===== config.mk =====
export PLATFORM = sky130hd
export DESIGN_NAME = byte_serial_add_ctrl
export DESIGN_NICKNAME = d
export VERILOG_FILES = /design/src/rtl/byte_serial_add_ctrl.sv
export SDC_FILE = /design/constraint.sdc
export NUM_CORES = 1
export LEC_CHECK = 0
export BUFFER_PORTS_ARGS = -buffer_cell sky130_fd_sc_hd__buf_2
export CORE_MARGIN = 3
export CORE_UTILIZATION = 55
export CTS_CLUSTER_DIAMETER = 120
export CTS_CLUSTER_SIZE = 30
export DETAILED_ROUTE_END_ITERATION = 16
export PLACE_DENSITY_LB_ADDON = 0.3
export SLEW_MARGIN = 20
export SYNTH_ARGS = -nofsm -noshare
export SYNTH_HDL_FRONTEND = slang
export SYNTH_SLANG_ARGS = --single-unit

===== constraint.sdc =====
create_clock -name clk -period 2.7 [get_ports clk]
set_input_delay 0 -clock clk [delete_from_list [all_inputs] [get_ports clk]]
set_output_delay 0 -clock clk [all_outputs]
set_load 0.005 [all_outputs]

===== src/rtl/byte_serial_add_ctrl.sv =====
// Byte-serial sequencer for an external 8-bit combinational adder: performs an
// 8*NBYTES-bit add one byte per clock, LSB first, chaining carry between bytes.
module byte_serial_add_ctrl #(
  parameter int unsigned NBYTES = 4
) (
  input  logic                  clk,
  input  logic                  rst,
  input  logic                  start,
  input  logic [8*NBYTES-1:0]   op_a,
  input  logic [8*NBYTES-1:0]   op_b,
  input  logic                  cin,
  output logic [7:0]            add_a,
  output logic [7:0]            add_b,
  output logic                  add_cin,
  input  logic [7:0]            add_s,
  input  logic                  add_cout,
  output logic                  busy,
  output logic                  done,
  output logic [8*NBYTES-1:0]   sum,
  output logic                  cout
);

  localparam int unsigned W    = 8 * NBYTES;
  localparam int unsigned IdxW = (NBYTES > 1) ? $clog2(NBYTES) : 1;

  localparam logic [1:0] StIdle = 2'd0;
  localparam logic [1:0] StRun  = 2'd1;
  localparam logic [1:0] StDone = 2'd2;

  localparam logic [IdxW-1:0] LastIdx = IdxW'(NBYTES - 1);

  logic [1:0]      state_q, state_d;
  logic [IdxW-1:0] idx_q, idx_d;
  logic            carry_q, carry_d;
  logic [W-1:0]    a_q, a_d;
  logic [W-1:0]    b_q, b_d;
  logic [W-1:0]    sum_q, sum_d;
  logic            cout_q, cout_d;

  logic [7:0]      a_byte;
  logic [7:0]      b_byte;
  logic            is_run;
  logic            is_last;

  assign is_run  = (state_q == StRun);
  assign is_last = (idx_q == LastIdx);

  // Explicit byte mux keeps idx width independent of the operand width.
  always_comb begin
    a_byte = '0;
    b_byte = '0;
    for (int i = 0; i < NBYTES; i++) begin
      if (idx_q == IdxW'(i)) begin
        a_byte = a_q[8*i +: 8];
        b_byte = b_q[8*i +: 8];
      end
    end
  end

  always_comb begin
    add_a   = is_run ? a_byte  : 8'h00;
    add_b   = is_run ? b_byte  : 8'h00;
    add_cin = is_run ? carry_q : 1'b0;
  end

  always_comb begin
    state_d = state_q;
    idx_d   = idx_q;
    carry_d = carry_q;
    a_d     = a_q;
    b_d     = b_q;
    sum_d   = sum_q;
    cout_d  = cout_q;

    case (state_q)
      StIdle: begin
        if (start) begin
          state_d = StRun;
          a_d     = op_a;
          b_d     = op_b;
          carry_d = cin;
          idx_d   = '0;
          sum_d   = '0;
          cout_d  = 1'b0;
        end
      end
      StRun: begin
        for (int i = 0; i < NBYTES; i++) begin
          if (idx_q == IdxW'(i)) begin
            sum_d[8*i +: 8] = add_s;
          end
        end
        carry_d = add_cout;
        if (is_last) begin
          cout_d  = add_cout;
          state_d = StDone;
        end else begin
          idx_d = idx_q + 1'b1;
        end
      end
      StDone: begin
        state_d = StIdle;
      end
      default: begin
        state_d = StIdle;
      end
    endcase
  end

  always_ff @(posedge clk) begin
    if (rst) begin
      state_q <= StIdle;
      idx_q   <= '0;
      carry_q <= 1'b0;
      a_q     <= '0;
      b_q     <= '0;
      sum_q   <= '0;
      cout_q  <= 1'b0;
    end else begin
      state_q <= state_d;
      idx_q   <= idx_d;
      carry_q <= carry_d;
      a_q     <= a_d;
      b_q     <= b_d;
      sum_q   <= sum_d;
      cout_q  <= cout_d;
    end
  end

  assign busy = (state_q == StRun) || (state_q == StDone);
  assign done = (state_q == StDone);
  assign sum  = sum_q;
  assign cout = cout_q;

endmodule

-- Word-level counts from Yosys, hierarchy flattened
Index checks and enable logic that the tools add are counted.
- bits in registers: 102
- bits in latches: 0
- bits in writable memories: 0
- ROM bits: 0
- output and inout bits: 52
- memories kept: 0
- add/sub/neg operators: 1
- multipliers: 0
- divide/modulo/power cells: 0
- order comparisons: 0
- equal/unequal tests: 11
- shift operators: 0
- muxes and demuxes: 28
- bitwise operators: 0
- reductions and logical operators: 12
- operator list (kind ; number):
    $mux 8 ; 14
    $pmux 32 s2 ; 1
    $mux 32 ; 1
    $reduce_and 3->1 ; 5
    $mux 2 ; 4
    $ne 2x1->1 const B ; 4
    $pmux 2 s2 ; 2
    $eq 2x2->1 const B ; 3
    $reduce_and 2->1 ; 3
    $eq 2x1->1 const B ; 2
    $logic_not 2->1 ; 2
    $mux 1 ; 4
    $ne 2x2->1 const B ; 2
    $pmux 1 s2 ; 2
    $add 2x1->2 const B ; 1
    $reduce_bool 2->1 ; 1
    $logic_or 1x1->1 ; 1

-- Depth between registers and ports, before layout
Gate-level depths: netlist of the first run.
- word-level depth: 6
- gate-level depth with buffers: 8
- gate-level depth less buffers: 5

-- Worst setup path after synthesis of the first run
No wires, ideal clock.
- path type: reg2reg
- start: register state_q[0]
- end: register sum_q[0] (netlist: sum[0])
- library setup time: 0.072 ns
- data arrival time: 1.373 ns
- required time: 2.628 ns
- path slack: 1.255 ns
- cell stages (with the launch flop): 6
- buffers on the path: 0
- path through: dfxtp_1 inv_1 ha_1 mux2_4 o21ai_4 mux2i_1
- cells in the longest elaborated chain, start to end: 3
- elaborated cells between the ends (all ways): 7
- RTL lines (item ; RTL line ; RTL):
    start: declaration ; 32 ; logic [1:0] state_q, state_d;
    start signal: assignment ; 112 ; state_q <= StIdle;
    start signal: assignment ; 120 ; state_q <= state_d;
    $eq 2x1->1 or $logic_not 2->1 (tied branches) ; 75 ; case (state_q)
    $ne 2x1->1 (no source line) (tied with other cells) ; - ;
    $reduce_and 3->1 (no source line) ; - ;
    end signal: assignment ; 125 ; sum_q <= sum_d;
    end: declaration ; 37 ; logic [W-1:0] sum_q, sum_d;
Several ways; a longest one is shown, not always the timed one.
A chain may end at the register's enable or synchronous reset.

-- Final worst setup path of the first run
- start: register idx_q[0]
- end: output port add_a[4]
- cells in the longest elaborated chain, start to end: 6
- elaborated cells between the ends (all ways): 9
- RTL lines (item ; RTL line ; RTL):
    start: declaration ; 33 ; logic [IdxW-1:0] idx_q, idx_d;
    start signal: assignment ; 121 ; idx_q <= idx_d;
    $logic_not 2->1 ; 53 ; if (idx_q == IdxW'(i)) begin
    $mux 8 (3 in series) ; 53 ;
    $mux 8 (*) ; 53 ;
    $mux 8 (*) ; 61 ; add_a = is_run ? a_byte : 8'h00;
    end: declaration ; 12 ; output logic [7:0] add_a,
Mark *: on every way between the ends. The rest lies on a longest branch, timed or not.

==> results of run 1 <==
==> flip-flops by register name, indices dropped and copies added (netlist names) <==
name,count
cout,1
idx_q,2
b_q,32
state_q,2
carry_q,1
a_q,32
sum,32
==> synthesized netlist by cell type (all sizes together) <==
cell    number  area share (%)
nand4        1            0.14
buf         25             3.6
clkbuf      16             1.4
a21oi       68             7.8
dfxtp      102              47
a221oi      16             3.2
ha           8             2.3
nand2b      26             3.7
o21ai       53             6.8
nand3b       8             1.4
inv          6            0.51
nand3       19             2.2
a211oi       2            0.34
nor2         1           0.086
nor2b       10             1.4
nand2      132              11
a31oi        1            0.14
mux2         1            0.34
a21o         1            0.17
mux2i       26             5.9
and2         3            0.43
==> critical path: stages, from the launching register on <==
cell and delay, ns:
dfxtp_1 0.36, inv_1 0.12, ha_1 0.64, inv_1 0.45, o21ai_0 0.33, o21ai_1 0.09
buf_2 0.13
==> timing repair <==
item | 4_1_cts | 5_1_grt
resized for setup | 0 | 0
hold buffers | 70 | 0
hold endpoints to repair | 77 | 0
==> per-stage QoR <==
stage                     hold slack (ns)  instance area [sq um]  setup slack, ns
after floorplan                     0.136                   4370             1.26
after global placement              0.241                   5030            0.794
after detailed placement            0.247                   5030            0.663
after CTS                          0.0156                   5940            0.253
after global routing               0.0426                   5940         0.000509
final                              0.0170                   5940            0.206
==> cells by family after synthesis <==
group	after synthesis
flops	102
compound gates	141
simple gates	200
fa+ha+maj	8
mux	27
buf+inv	47
==> layer usage <==
| metal | vias up | track usage (%) | routed length [um] |
|---|---|---|---|
| li1 | 2134 | - | - |
| met1 | 2084 | 35.3 | 5180 |
| met2 | 212 | 50.0 | 6610 |
| met3 | 48 | 7.26 | 1030 |
| met4 | 0 | 11.2 | 366 |
| met5 | - | 0 | 0 |
==> power by group through the flow <==
stage	combinational, mW	clock [mW]	sequential (mW)
after floorplan	0.433	0	1.68
after global placement	0.608	0	1.70
after detailed placement	0.623	0	1.70
after CTS	0.705	0.997	1.67
after global routing	0.786	1.06	1.68
final	0.719	0.990	1.67
==> worst paths after layout <==
check	startpoint	cells after the start	slack, ns	to
worst min-delay path	add_s[3]	3	0.02	sum[27]
worst min register to register	b_q[23]	2	0.46	b_q[23]
worst max-delay path	idx_q[0]	6	0.21	add_a[4]
worst max register to register	state_q[1]	5	0.72	idx_q[1]
==> area by class of cell <==
cell class | instances | area (sq um) | share of cell area [%]
clock buffer | 9 | 124 | 2.09
clock inverter | 7 | 80.1 | 1.35
inverter | 6 | 22.5 | 0.379
multi-input combinational | 376 | 2100 | 35.3
sequential | 102 | 2040 | 34.4
tap | 99 | 124 | 2.09
timing repair buffer | 207 | 1450 | 24.4
==> impl_metrics.env, run 1 <==
export IMPL_status="completed"
export IMPL_synth_fp_nets=610
export IMPL_drc=0
export IMPL_diodes=0
export IMPL_clk_latency_ns=0.37
export IMPL_drv_cap=0
export IMPL_cp_start_kind="flop"
export IMPL_via_count=4478
export IMPL_drv_slew=0
export IMPL_synth_cell_types=27
export IMPL_clockBufferDepth=2
export IMPL_fin_crit_sh_pct=92.4
export IMPL_final_cell_mix="130 x nand2_1, 128 x buf_2, 102 x dfxtp_1, 70 x dlygate4sd3_1, 68 x a21oi_1"
export IMPL_hold_path_class="in2reg"
export IMPL_dieArea_sq_um=9060
export IMPL_num_rows=31
export IMPL_synth_mux_area_fraction_pct=6.29
export IMPL_final_common_cell="nand2_1"
export IMPL_grt_max_degree=65
export IMPL_finalSetupTns_ns=0
export IMPL_initial_core_util_pct=58.4
export IMPL_final_util_pct=79.3
export IMPL_power_frac_comb_pct=21.3
export IMPL_place_congestion=0.877
export IMPL_powerDensity_nw_per_um2=569
export IMPL_ctsHtreeMaxLevel=3
export IMPL_die_y_um=95.2
export IMPL_clockRootBuffer="clkbuf_8"
export IMPL_syn_inst=525
export IMPL_pwr_share_seq_pct=49.4
export IMPL_postSynthAreaPerCell_sq_um=8.33
export IMPL_core_area_sq_um=7490
export IMPL_layout_drive_gt1_share_pct=22.9
export IMPL_worstSetupPathType="reg2out"
export IMPL_maxSlewHeadroom_pct=43.4
export IMPL_internal_power_mw=2.37
export IMPL_cts_buffers=9
export IMPL_netSwitchingFraction_pct=29.9
export IMPL_clkTransAtPathRegs_ns=0.10
export IMPL_synth_top_family_by_area="simple AND/OR/NAND/NOR gates"
export IMPL_endpoint_kind="primary output"
export IMPL_fp_dieW_um=95.2
export IMPL_cp_data_required_time_ns=2.70
export IMPL_grt_pass1_wl_mm=20.6
export IMPL_track_usage_pct=29.3
export IMPL_io_buffers=128
export IMPL_total_power_mw=3.38
export IMPL_yosys_warnings=0
export IMPL_gr_total_overflow=0
export IMPL_post_cts_setup_buffers=0
export IMPL_synth_compound_area_share_pct=18.5
export IMPL_tritoncts="done"
export IMPL_drt_total_wl_mm=13.2
export IMPL_finalClockSkew_ns=0.0136
export IMPL_dp_cells=720
export IMPL_final_nets=787
export IMPL_p_leak_nw=2.56
export IMPL_drt_iter0_markers=369
export IMPL_synth_xor_xnor_area_share_pct=0
export IMPL_antenna_found_initial=0
export IMPL_cp_arrival_ns=2.49
export IMPL_fillers=530
export IMPL_grt_pass1_vias=4347
export IMPL_ios=129
export IMPL_setup_viol_count_final=0
export IMPL_clock_sinks=102
export IMPL_synth_simple_area_share_pct=20.7
export IMPL_dp_hpwl_mm=8.12
export IMPL_ir_worst_vdd_mv=0.392
export IMPL_fmax_mhz=401
export IMPL_vias_per_cell=5.56
export IMPL_instances_no_fill=806
export IMPL_syn_area_sq_um=4370
export IMPL_p_sw_mw=1.01
export IMPL_rsz0062_at_grt="no"
export IMPL_ys_seq_area_share_pct=46.7
export IMPL_cp_max_fo=18
export IMPL_clockPowerShare_pct=29.3
export IMPL_worst_pin_slew_ns=0.825
export IMPL_synthToLayoutAreaGrowth_pct=35.7
export IMPL_wl_per_cell_um=16.4
export IMPL_synth_adder_area_share_pct=2.29
export IMPL_min_period_ns=2.49
export IMPL_hold_viol_final=0
export IMPL_ys_seq_elements=102
export IMPL_firstDrtPassIters=5
export IMPL_ant_nets=0
Power figures use the tool's default switching activity.
==> inputs of run 2 (changes only) <==
--- a/config.mk
+++ b/config.mk
@@ -11,7 +11,7 @@
 export CTS_CLUSTER_DIAMETER = 120
 export CTS_CLUSTER_SIZE = 30
 export DETAILED_ROUTE_END_ITERATION = 16
-export PLACE_DENSITY_LB_ADDON = 0.3
+export PLACE_DENSITY_LB_ADDON = 0.08
 export SLEW_MARGIN = 20
 export SYNTH_ARGS = -nofsm -noshare
 export SYNTH_HDL_FRONTEND = slang
==> run 2 against run 1 <==
- clock-buffer cell count unchanged
- critical path type unchanged
- critical path depth unchanged
- hold slack about the same
- clock power decreased by 5.6%
- sequential share of layout area increased by 0.40 points
- critical endpoint is now add_a[3]
==> impl_metrics.env, run 2 (synthesis gave the netlist of run 1 again) <==
export IMPL_clockRootBuffer="clkbuf_8"
export IMPL_layout_drive_gt1_share_pct=23.4
export IMPL_num_rows=31
export IMPL_grt_pass1_vias=4400
export IMPL_dp_hpwl_mm=8.02
export IMPL_dp_cells=723
export IMPL_status="completed"
export IMPL_place_congestion=0.894
export IMPL_initial_core_util_pct=58.4
export IMPL_hold_viol_final=0
export IMPL_drc=0
export IMPL_diodes=0
export IMPL_grt_max_degree=64
export IMPL_hold_path_class="in2reg"
export IMPL_drv_cap=0
export IMPL_cp_slowest_cell="ha_1"
export IMPL_core_area_sq_um=7490
export IMPL_dieArea_sq_um=9060
export IMPL_synthToLayoutAreaGrowth_pct=34.1
export IMPL_final_common_cell="nand2_1"
export IMPL_clkTransAtPathRegs_ns=0.11
export IMPL_worstSetupPathType="reg2out"
export IMPL_fillers=523
export IMPL_ctsHtreeMaxLevel=3
export IMPL_p_leak_nw=2.54
export IMPL_finalClockSkew_ns=0.0103
export IMPL_maxSlewHeadroom_pct=36.9
export IMPL_firstDrtPassIters=5
export IMPL_clock_sinks=102
export IMPL_cts_buffers=9
export IMPL_tritoncts="done"
export IMPL_post_cts_setup_buffers=0
export IMPL_instances_no_fill=805
export IMPL_drt_total_wl_mm=12.9
export IMPL_worst_pin_slew_ns=0.947
export IMPL_wl_per_cell_um=16.0
export IMPL_track_usage_pct=29.2
export IMPL_seq_area_sq_um=2040
export IMPL_final_design_area_no_fill_sq_um=5870
export IMPL_via_count=4445
export IMPL_multiInputGateArea_sq_um=2100
export IMPL_die_y_um=95.2
export IMPL_dpl_instance_area_sq_um=5020
export IMPL_fin_crit_sh_pct=90.7
export IMPL_vias_per_cell=5.52
export IMPL_setup_viol_count_final=0
export IMPL_final_cell_mix="130 x nand2_1, 128 x buf_2, 102 x dfxtp_1, 68 x a21oi_1, 66 x dlygate4sd3_1"
export IMPL_clockBufferDepth=2
export IMPL_cp_data_required_time_ns=2.70
export IMPL_antenna_found_initial=0
export IMPL_finalSetupTns_ns=0
export IMPL_drt_iter0_markers=348
export IMPL_cp_max_fo=18
export IMPL_final_nets=786
export IMPL_critical_path_max_stage_delay_ns=0.71
export IMPL_ir_worst_vdd_mv=0.385
export IMPL_cts_resized=0
export IMPL_fp_dieW_um=95.2
export IMPL_cp_arrival_ns=2.45
export IMPL_powerDensity_nw_per_um2=562
export IMPL_endpoint_kind="primary output"
export IMPL_drv_slew=0
export IMPL_cts_hold_fix_buffers=66
export IMPL_grt_pass1_wl_mm=20.8
export IMPL_clk_latency_ns=0.36
export IMPL_ios=129
export IMPL_min_period_ns=2.45
export IMPL_ant_nets=0
export IMPL_cp_cell_sequence="ha_1 > nor2b_1 > buf_4 > a221oi_1 > o21ai_1 > buf_2"
export IMPL_io_buffers=128
export IMPL_gr_total_overflow=0
export IMPL_fmax_mhz=408
export IMPL_rsz0062_at_grt="no"
export IMPL_cp_start_kind="flop"
run 2: final timing paths:
kind | slack, ns | endpoint | cells after the start | startpoint
worst max-delay path | 0.25 | add_a[3] | 6 | idx_q[0]
worst min-delay path | 0.02 | sum[17] | 3 | add_s[1]
worst max register to register | 0.70 | idx_q[1] | 6 | state_q[1]
worst min register to register | 0.46 | b_q[16] | 2 | b_q[16]
run 2: through the flow:
step / hold slack [ns] / setup WS [ns] / total power [mW] / util [%]
floorplan: 0.136 / 1.26 / 2.12 / -
global placement: 0.241 / 0.794 / 2.29 / 67.0
detailed placement: 0.247 / 0.750 / 2.31 / 67.0
CTS: 0.0130 / 0.319 / 3.29 / 78.4
global route: 0.0348 / 0.0548 / 3.44 / 78.4
finish: 0.0174 / 0.252 / 3.30 / 78.4
run 2: power by group:
part           internal [mW]  total [mW]  switching [mW]
combinational          0.304       0.698           0.394
sequential              1.61        1.67          0.0583
clock                  0.358       0.935           0.577
run 2: area by class of cell:
class / count / share of cell area, %
Tap cell: 99 / 2.11
Timing Repair Buffer: 206 / 23.7
Sequential cell: 102 / 34.8
Multi-Input combinational cell: 376 / 35.7
Inverter: 6 / 0.384
Clock inverter: 7 / 1.13
Clock buffer: 9 / 2.11
run 2: routing by layer:
metal  up-vias  global-route usage (%)  part of all wire, %
met4         0                    13.2                  2.5
li1       2130                       -                    -
met2       217                    49.4                   49
met1      2066                    36.0                   41
met5         -                       0                    0
met3        32                    5.68                  7.6
run 2: worst max-delay path: cells and delay by family, from the launching register on:
kind | cells | cell delay, ns
compound gates | 2 | 0.45
fa+ha+maj | 1 | 0.71
buf+inv | 2 | 0.37
flops | 1 | 0.43
simple gates | 1 | 0.11
==> inputs of run 3 (changes only) <==
--- a/config.mk
+++ b/config.mk
@@ -7,7 +7,8 @@
 export LEC_CHECK = 0
 export BUFFER_PORTS_ARGS = -buffer_cell sky130_fd_sc_hd__buf_2
 export CORE_MARGIN = 3
-export CORE_UTILIZATION = 55
+export CORE_UTILIZATION = 58
+export CTS_BUF_LIST = sky130_fd_sc_hd__clkbuf_8
 export CTS_CLUSTER_DIAMETER = 120
 export CTS_CLUSTER_SIZE = 30
 export DETAILED_ROUTE_END_ITERATION = 16
==> run 3 against run 2 <==
- register-to-register slack gained 0.06 ns
- global-route usage is 0.15 points lower
- cell area increased by 0.47%
- first-iteration DRC count decreased by 13%
- hold slack worse by 0.0029 ns
- die area fell by 4.8%
- critical path type unchanged
- largest power group unchanged
- highest routed layer unchanged
==> impl_metrics.env, run 3 (synthesis gave the netlist of run 1 again) <==
export IMPL_met3_usage_pct=5.52
export IMPL_cp_max_fo=21
export IMPL_worst_pin_slew_ns=0.855
export IMPL_diodes=0
export IMPL_initial_core_util_pct=60.0
export IMPL_drc=0
export IMPL_final_nets=784
export IMPL_cp_buffers_inverters=3
export IMPL_cp_arrival_ns=2.24
export IMPL_fmax_mhz=446
export IMPL_clkTransAtPathRegs_ns=0.11
export IMPL_min_period_ns=2.24
export IMPL_layout_drive_gt1_share_pct=23.2
export IMPL_ctsHtreeMaxLevel=3
export IMPL_grt_max_degree=82
export IMPL_track_usage_pct=29.1
export IMPL_final_common_cell="nand2_1"
export IMPL_cp_data_required_time_ns=2.70
export IMPL_fin_crit_sh_pct=83.0
export IMPL_cp_slowest_cell="dfxtp_1"
export IMPL_ant_nets=0
export IMPL_endpoint_kind="primary output"
export IMPL_ir_worst_vdd_mv=0.329
export IMPL_io_buffers=128
export IMPL_core_area_sq_um=7290
export IMPL_num_rows=31
export IMPL_gr_total_overflow=0
export IMPL_dp_hpwl_mm=7.68
export IMPL_maxSlewHeadroom_pct=41.4
export IMPL_drv_cap=0
export IMPL_critical_path_max_stage_delay_ns=0.35
export IMPL_finalSetupTns_ns=0
export IMPL_grt_busiest_layer="met2"
export IMPL_status="completed"
export IMPL_fp_dieW_um=92.8
export IMPL_setup_viol_count_final=0
export IMPL_cp_start_kind="flop"
export IMPL_drt_total_wl_mm=12.5
export IMPL_clock_sinks=102
export IMPL_vias_per_cell=5.52
export IMPL_ios=129
export IMPL_place_congestion=0.797
export IMPL_dieArea_sq_um=8620
export IMPL_wl_per_cell_um=15.6
export IMPL_antenna_found_initial=0
export IMPL_grt_pass1_vias=4245
export IMPL_drv_slew=0
export IMPL_rsz0062_at_grt="no"
export IMPL_cp_top_family="buffers and inverters"
export IMPL_worstSetupPathType="reg2out"
export IMPL_final_cell_mix="130 x nand2_1, 127 x buf_2, 102 x dfxtp_1, 68 x a21oi_1, 67 x dlygate4sd3_1"
export IMPL_tritoncts="done"
export IMPL_grt_pass1_wl_mm=20.0
export IMPL_final_design_area_no_fill_sq_um=5890
export IMPL_clockBufferDepth=2
export IMPL_dpl_instance_area_sq_um=5020
export IMPL_die_y_um=92.8
export IMPL_cts_buffers=9
export IMPL_drt_iter0_markers=302
export IMPL_met1_usage_pct=36.4
export IMPL_hold_viol_final=0
export IMPL_synthToLayoutAreaGrowth_pct=34.8
export IMPL_firstDrtPassIters=5
export IMPL_via_count=4429
export IMPL_powerDensity_nw_per_um2=565
export IMPL_cp_cell_sequence="inv_1 > ha_1 > nor2b_2 > buf_4 > o21ai_0 > o21ai_1 > buf_2"
export IMPL_clockRootBuffer="clkbuf_8"
export IMPL_finalClockSkew_ns=0.0123
export IMPL_p_leak_nw=2.54
export IMPL_clk_latency_ns=0.37
export IMPL_met2_usage_pct=49.0
export IMPL_hold_path_class="in2reg"
[run 3: report_power, final]
part	total, mW	switching (mW)	internal (mW)	leakage [nW]
Clock	0.958	0.591	0.368	0.102
Combinational	0.710	0.399	0.311	1.61
Sequential	1.66	0.0546	1.61	0.834
Total	3.33	1.04	2.29	2.54
[run 3: layout make-up]
type | instances | area [sq um]
inverters | 6 | 22.5
clock inverters | 7 | 76.3
well taps | 99 | 124
repair buffers | 204 | 1410
flip-flops and latches | 102 | 2040
clock buffers | 9 | 124
multi-input cells | 376 | 2100
fillers | 509 | 1400
[run 3: path summary, 6_finish.rpt]
kind / from / end / slack [ns] / cells past startpoint
setup / recovery: state_q[1] / add_b[5] / 0.46 / 7
hold / removal: add_s[3] / sum[27] / 0.01 / 3
setup reg to reg: state_q[0] / cout / 0.76 / 5
hold reg to reg: a_q[17] / a_q[17] / 0.46 / 2
[run 3: routing by layer]
| metal | part of all wire [%] | routed length, um |
|---|---|---|
| met3 | 6.7 | 840 |
| met5 | 0 | 0 |
| met1 | 41 | 5140 |
| met4 | 2.2 | 280 |
| met2 | 50 | 6250 |
[run 3: worst min-delay path: stages]
cell      delay [ns]
buf_2           0.10
nand3b_1        0.17
o21ai_1         0.08
[run 3: what timing repair did]
action / in CTS / in global routing
setup buffers: 0 / 0
gates resized for setup: 0 / 1
endpoints found under the hold margin: 67 / 0
endpoints found under the setup margin: 0 / 5
hold buffers: 67 / 0
[run 3: stage by stage]
stage               total power [mW]  hold WS [ns]  worst slack, ns  utilization, %  instances
floorplan                       2.12         0.136             1.26               -        525
global placement                2.30         0.240            0.703            68.9        720
detailed placement              2.32         0.249            0.625            68.9        720
CTS                             3.33        0.0112            0.214            80.8        803
global route                    3.47        0.0206            0.313            80.8        803
finish                          3.33        0.0145            0.460            80.8        803
